[src/rtl/dac_spi_rx_pkg.sv]
// Shared types and frame layout for the DAC serial receiver.
// Frame: [15] AB, [14] BUF, [13] GA_b, [12] SHDN_b, [11:0] code, shifted MSB first.
package dac_spi_rx_pkg;

   localparam int unsigned FrameW   = 16;
   localparam int unsigned DataW    = 12;
   localparam int unsigned BitAb    = 15;
   localparam int unsigned BitBuf   = 14;
   localparam int unsigned BitGaB   = 13;
   localparam int unsigned BitShdnB = 12;

   localparam int unsigned CntW = 5;
   localparam logic [CntW-1:0] CntSat = CntW'(FrameW + 1);

   typedef enum logic [1:0] {
      StIdle,
      StShift,
      StCheck
   } state_e;

   function automatic logic frame_ok(input logic [CntW-1:0]   cnt,
                                     input logic [FrameW-1:0] w1,
                                     input logic [FrameW-1:0] w2);
      return (cnt == CntW'(FrameW)) && !w1[BitAb] && !w2[BitAb];
   endfunction

endpackage

[src/rtl/sync_edge.sv]
// Multi-flop synchronizer with a trailing edge-detect flop.
// rise_o/fall_o are single-cycle pulses, SYNC stages after the pin edge.
module sync_edge #(
   parameter int unsigned STAGES    = 2,
   parameter bit          RESET_VAL = 1'b1
) (
   input  logic clk_i,
   input  logic rst_n,
   input  logic d_i,
   output logic rise_o,
   output logic fall_o
);

   logic [STAGES-1:0] sync_q;
   logic              prev_q;

   always_ff @(posedge clk_i or negedge rst_n) begin
      if (!rst_n) begin
         sync_q <= {STAGES{RESET_VAL}};
         prev_q <= RESET_VAL;
      end else begin
         sync_q <= {sync_q[STAGES-2:0], d_i};
         prev_q <= sync_q[STAGES-1];
      end
   end

   assign rise_o = sync_q[STAGES-1] & ~prev_q;
   assign fall_o = ~sync_q[STAGES-1] & prev_q;

endmodule

[src/rtl/dac_spi_rx.sv]
// Receives dual-channel DAC serial frames into input registers and transfers
// them to the output latches on the falling edge of LDAC (dac_le_b).
module dac_spi_rx
   import dac_spi_rx_pkg::*;
#(
   parameter int unsigned SYNC_STAGES = 2
) (
   input  logic             clk_i,
   input  logic             rst_n,
   input  logic             dac_clk,
   input  logic             dac_cs_b,
   input  logic             dac_le_b,
   input  logic             dac_dat_1,
   input  logic             dac_dat_2,
   output logic [DataW-1:0] sample_1,
   output logic [DataW-1:0] sample_2,
   output logic             sample_valid,
   output logic [1:0]       shdn,
   output logic [1:0]       gain2x,
   output logic             frame_err,
   output logic [15:0]      frame_count
);

   logic clk_rise, cs_rise, cs_fall, le_fall;
   logic unused_clk_fall, unused_le_rise;

   sync_edge #(.STAGES(SYNC_STAGES), .RESET_VAL(1'b1)) u_sync_clk (
      .clk_i (clk_i), .rst_n (rst_n), .d_i (dac_clk),
      .rise_o(clk_rise), .fall_o(unused_clk_fall)
   );
   sync_edge #(.STAGES(SYNC_STAGES), .RESET_VAL(1'b1)) u_sync_cs (
      .clk_i (clk_i), .rst_n (rst_n), .d_i (dac_cs_b),
      .rise_o(cs_rise), .fall_o(cs_fall)
   );
   sync_edge #(.STAGES(SYNC_STAGES), .RESET_VAL(1'b1)) u_sync_le (
      .clk_i (clk_i), .rst_n (rst_n), .d_i (dac_le_b),
      .rise_o(unused_le_rise), .fall_o(le_fall)
   );

   // Data is delayed to line up with the synchronized dac_clk edge.
   logic [SYNC_STAGES-1:0] dat1_q, dat2_q;

   always_ff @(posedge clk_i or negedge rst_n) begin
      if (!rst_n) begin
         dat1_q <= '0;
         dat2_q <= '0;
      end else begin
         dat1_q <= {dat1_q[SYNC_STAGES-2:0], dac_dat_1};
         dat2_q <= {dat2_q[SYNC_STAGES-2:0], dac_dat_2};
      end
   end

   state_e            state_q, state_d;
   logic [CntW-1:0]   cnt_q, cnt_d;
   logic [FrameW-1:0] sr1_q, sr1_d, sr2_q, sr2_d;
   logic [DataW-1:0]  code1_q, code1_d, code2_q, code2_d;
   logic [1:0]        in_sh_q, in_sh_d, in_ga_q, in_ga_d;
   logic              err_q, err_d;
   logic [15:0]       fcnt_q, fcnt_d;

   always_comb begin
      state_d = state_q;
      cnt_d   = cnt_q;
      sr1_d   = sr1_q;
      sr2_d   = sr2_q;
      code1_d = code1_q;
      code2_d = code2_q;
      in_sh_d = in_sh_q;
      in_ga_d = in_ga_q;
      err_d   = err_q;
      fcnt_d  = fcnt_q;
      unique case (state_q)
         StIdle: begin
            if (cs_fall) begin
               state_d = StShift;
               cnt_d   = '0;
            end
         end
         StShift: begin
            if (clk_rise) begin
               sr1_d = {sr1_q[FrameW-2:0], dat1_q[SYNC_STAGES-1]};
               sr2_d = {sr2_q[FrameW-2:0], dat2_q[SYNC_STAGES-1]};
               cnt_d = (cnt_q == CntSat) ? cnt_q : cnt_q + 1'b1;
            end
            // The frame is judged on the cs_b rising edge so that an LDAC edge
            // arriving in the same cycle can load straight through.
            if (cs_rise) begin
               state_d = StCheck;
               if (frame_ok(cnt_d, sr1_d, sr2_d)) begin
                  code1_d = sr1_d[DataW-1:0];
                  code2_d = sr2_d[DataW-1:0];
                  in_ga_d = {~sr2_d[BitGaB], ~sr1_d[BitGaB]};
                  in_sh_d = {~sr2_d[BitShdnB], ~sr1_d[BitShdnB]};
                  fcnt_d  = fcnt_q + 16'd1;
               end else begin
                  err_d = 1'b1;
               end
            end
         end
         StCheck: begin
            if (cs_fall) begin
               state_d = StShift;
               cnt_d   = '0;
            end else begin
               state_d = StIdle;
            end
         end
         default: state_d = StIdle;
      endcase
   end

   always_ff @(posedge clk_i or negedge rst_n) begin
      if (!rst_n) begin
         state_q <= StIdle;
         cnt_q   <= '0;
         sr1_q   <= '0;
         sr2_q   <= '0;
         code1_q <= '0;
         code2_q <= '0;
         in_sh_q <= '0;
         in_ga_q <= '0;
         err_q   <= 1'b0;
         fcnt_q  <= '0;
      end else begin
         state_q <= state_d;
         cnt_q   <= cnt_d;
         sr1_q   <= sr1_d;
         sr2_q   <= sr2_d;
         code1_q <= code1_d;
         code2_q <= code2_d;
         in_sh_q <= in_sh_d;
         in_ga_q <= in_ga_d;
         err_q   <= err_d;
         fcnt_q  <= fcnt_d;
      end
   end

   logic [DataW-1:0] samp1_q, samp2_q;
   logic [1:0]       shdn_q, gain_q;
   logic             valid_q;

   always_ff @(posedge clk_i or negedge rst_n) begin
      if (!rst_n) begin
         samp1_q <= '0;
         samp2_q <= '0;
         shdn_q  <= '0;
         gain_q  <= '0;
         valid_q <= 1'b0;
      end else begin
         valid_q <= le_fall;
         if (le_fall) begin
            samp1_q <= code1_d;
            samp2_q <= code2_d;
            shdn_q  <= in_sh_d;
            gain_q  <= in_ga_d;
         end
      end
   end

   // BUF has no effect in this receiver.
   logic unused_buf;
   assign unused_buf = sr1_q[BitBuf] ^ sr2_q[BitBuf];

   assign sample_1     = shdn_q[0] ? '0 : samp1_q;
   assign sample_2     = shdn_q[1] ? '0 : samp2_q;
   assign sample_valid = valid_q;
   assign shdn         = shdn_q;
   assign gain2x       = gain_q;
   assign frame_err    = err_q;
   assign frame_count  = fcnt_q;

endmodule

[config.mk]
export PLATFORM = sky130hd
export DESIGN_NAME = dac_spi_rx
export DESIGN_NICKNAME = d
export VERILOG_FILES = /design/src/rtl/dac_spi_rx_pkg.sv /design/src/rtl/sync_edge.sv /design/src/rtl/dac_spi_rx.sv
export SDC_FILE = /design/constraint.sdc
export NUM_CORES = 1
export LEC_CHECK = 0
export CORE_ASPECT_RATIO = 0.8
export CORE_MARGIN = 2
export CORE_UTILIZATION = 57
export DETAILED_ROUTE_END_ITERATION = 8
export PLACE_DENSITY = 0.77
export SLEW_MARGIN = 0
export SYNTH_ARGS = -nofsm -noshare
export SYNTH_HDL_FRONTEND = slang
export SYNTH_SLANG_ARGS = --single-unit
[constraint.sdc]
create_clock -name clk_i -period 3.05 [get_ports clk_i]
set_input_delay 0.61 -clock clk_i [delete_from_list [all_inputs] [get_ports clk_i]]
set_output_delay 0.61 -clock clk_i [all_outputs]
set_load 0.03 [all_outputs]
==> impl_metrics.csv <==
group,metric,value,unit
floorplan,die_w,114,um
global_route,grt_pass1_vias,3687,
synthesis,yosys.area_share.adder,0.675,%
worst_setup_path,critical_path_arrival,3.09,ns
worst_setup_path,slowest_delay,0.52,ns
worst_setup_path,crit_required,3.33,ns
clock_network,cts_setup_buffers,0,
clock_network,cts_tree,"done",
placement,port_buffers,52,
sta,clock.fmax,0.355,GHz
clock_network,cts_sinks,126,
cells_and_area,nets,553,
synthesis,netlist_area,5560,um^2
placement,place_congestion,0.822,
floorplan,rows,32,
global_route,antenna_found_initial,0,
synthesis,muxShareOfSynthArea,9.00,%
global_route,grt_overflow,0,
clock_network,htree_num_levels,4,
synthesis,yosys-top-cells-area,"dfrtp_1 (53%), mux2_2 (7.9%), nand2_1 (5.9%)",
cells_and_area,drive_gt1_share,23.9,%
clock_network,cts-resized-gates,0,
floorplan,coreArea,9570,um^2
sta,fin_setup_tns,0,ns
worst_setup_path,start_kind,"flip-flop",
sta,fin_crit,2.82,ns
floorplan,ios,53,
synthesis,synth-xor-area-share,2.68,%
worst_setup_path,path_cells,"ha_1 -> nand4bb_1 -> nand2_1 -> a222oi_1 -> and4_2 -> buf_4 -> and3_1 -> o31ai_2",
synthesis,synth.avg_cell_area,11.4,um^2
clock_network,cts_buffer_depth,2,
sta,finalSetupViolCount,0,
synthesis,synthCells,487,
pwr,peakVddDrop,0.000422,V
sta,period_share,92.3,%
synthesis,synth-simple-area-share,20.4,%
worst_setup_path,path_buf_inv,1,
global_route,grt_max_degree,58,
floorplan,die-area,10600,um^2
hold_path,hp-class,"in2async",
cells_and_area,area_growth,20.3,%
routing,wire_per_inst,15.1,um
sta,rsz0062_at_grt,"no",
floorplan,die_h,92.3,um
sta,worst_pin_slew,0.627,ns
routing,dr.pass1.iters,4,
pwr,power_density,582,nW/um^2
worst_setup_path,crit_path_top_delay_cell,"and4_2",
clock_network,path_clk_slew,0.05,ns
cells_and_area,diodes,0,
worst_setup_path,worstSetupEndpointType,"flip-flop",
floorplan,start_util,58.1,%
sta,finalHoldViolations,0,
routing,wirelength,10.2,mm
routing,num_vias,3653,
pwr,cellLeakagePower,3.18,nW
clock_network,cts_hold_buf,0,
routing,drc,0,
run_status,status,"completed",
synthesis,seq_area_frac_synth,56.9,%
synthesis,synth_top_family_by_area,"simple AND/OR/NAND/NOR gates",
cells_and_area,fillers,684,
sta,drv_slew,0,
clock_network,clock_latency,0.41,ns
worst_setup_path,crit_type,"reg2reg",
synthesis,synth_top_area_share,52.7,%
clock_network,cts-root-buf,"clkbuf_16",
routing,drt_iter0_markers,143,
synthesis,synth_compound_area_share,6.98,%
worst_setup_path,cp_max_fo,22,
cells_and_area,most-common-layout-cells,"dfrtp_1 (117), nand2_1 (88), clkdlybuf4s50_1 (51)",
synthesis,yosysWarningCount,0,
job,drv_cap,0,
placement,place_ws,0.253,ns
synthesis,synth_top_area_cell,"dfrtp_1",
pwr,power.total,3.89,mW
synthesis,synth_seq_cells,126,
sta,slew_headroom,58.2,%
routing,postRouteAntennaNets,0,
synthesis,synth_nets,497,
sta,whs,0.200,ns
placement,hpwl,6.62,mm
sta,setup_ws,0.234,ns
global_route,grt_pass1_wl,17.8,mm
global_route,grtUsageTotal,21.9,%
cells_and_area,final_common_cell,"dfrtp_1",
routing,avgViaCountPerCell,5.41,
worst_setup_path,critPathTopFamily,"simple AND/OR/NAND/NOR gates",
clock_network,numCtsBuffers,17,
synthesis,yosysUniqueCellTypes,42,
sta,fin_skew,0.0105,ns
power breakdown:
group / internal (mW) / switching, mW / total, mW
Combinational: 0.123 / 0.143 / 0.266
Clock: 1.12 / 0.645 / 1.77
Sequential: 1.77 / 0.0896 / 1.86
flip-flops by register name, indices dropped and copies added (netlist names), 5 cells and up:
signal       flops
code2_q         12
samp2_q         12
code1_q         12
frame_count     16
sr2_q           16
cnt_q            5
samp1_q         12
sr1_q           16
path summary, 6_finish.rpt:
path / cells past startpoint / slack (ns) / startpoint / end
setup / recovery: 8 / 0.23 / cnt_q[0] / samp1_q[2]
min in group clk_i: 0 / 0.35 / dat2_q[0] / dat2_q[1]
hold reg to reg: 0 / 0.35 / dat2_q[0] / dat2_q[1]
setup reg to reg: 8 / 0.23 / cnt_q[0] / samp1_q[2]
max in group asynchronous: 2 / 2.09 / rst_n / sr1_q[7]
hold / removal: 1 / 0.20 / rst_n / samp1_q[2]
synth_stat cells (all sizes together):
library cell	n
buf	12
nand4	8
a21o	2
o21ai	5
nand3	7
o31ai	24
nand2b	3
nand2	88
and2	2
nor4	1
mux2	40
a22o	1
nor2b	27
a222oi	1
dfstp	9
inv	4
xnor2	9
mux2i	5
a21oi	2
a2bb2oi	1
a31oi	1
nor4bb	1
xor2	8
ha	3
dfrtp	117
clkbuf	15
nand4bb	1
nor2	51
and3	27
o221ai	1
nor3	7
or3	2
and4	2
logic make-up after synthesis:
family          after synthesis
simple gates                227
fa+ha+maj                     3
flops                       126
buf+inv                      31
xor+xnor                     17
compound gates               38
mux                          45
stage by stage:
stage,instances,instance area (um^2),util [%]
6_report,675,6690,69.9
5_1_grt,675,6690,69.9
3_5_place_dp,643,6160,64.4
2_1_floorplan,487,5560,-
3_3_place_gp,643,6160,64.4
4_1_cts,675,6690,69.9
cell type report:
cell class	instances	area [um^2]	area share, %
Clock inverter	2	10.0	0.150
Clock buffer	30	514	7.69
Inverter	4	15.0	0.225
Sequential cell	126	3160	47.3
Multi-Input combinational cell	330	2210	33.1
Tap cell	119	149	2.23
Timing Repair Buffer	64	621	9.28
metal layers:
metal / wire length (um) / GRT usage [%] / up-vias
met4: 125 / 8.64 / 0
li1: - / - / 1764
met5: 0 / 0 / -
met1: 4700 / 29.7 / 1805
met3: 434 / 7.40 / 14
met2: 4950 / 32.7 / 70
Note: power is estimated with default switching activity, not from simulation.
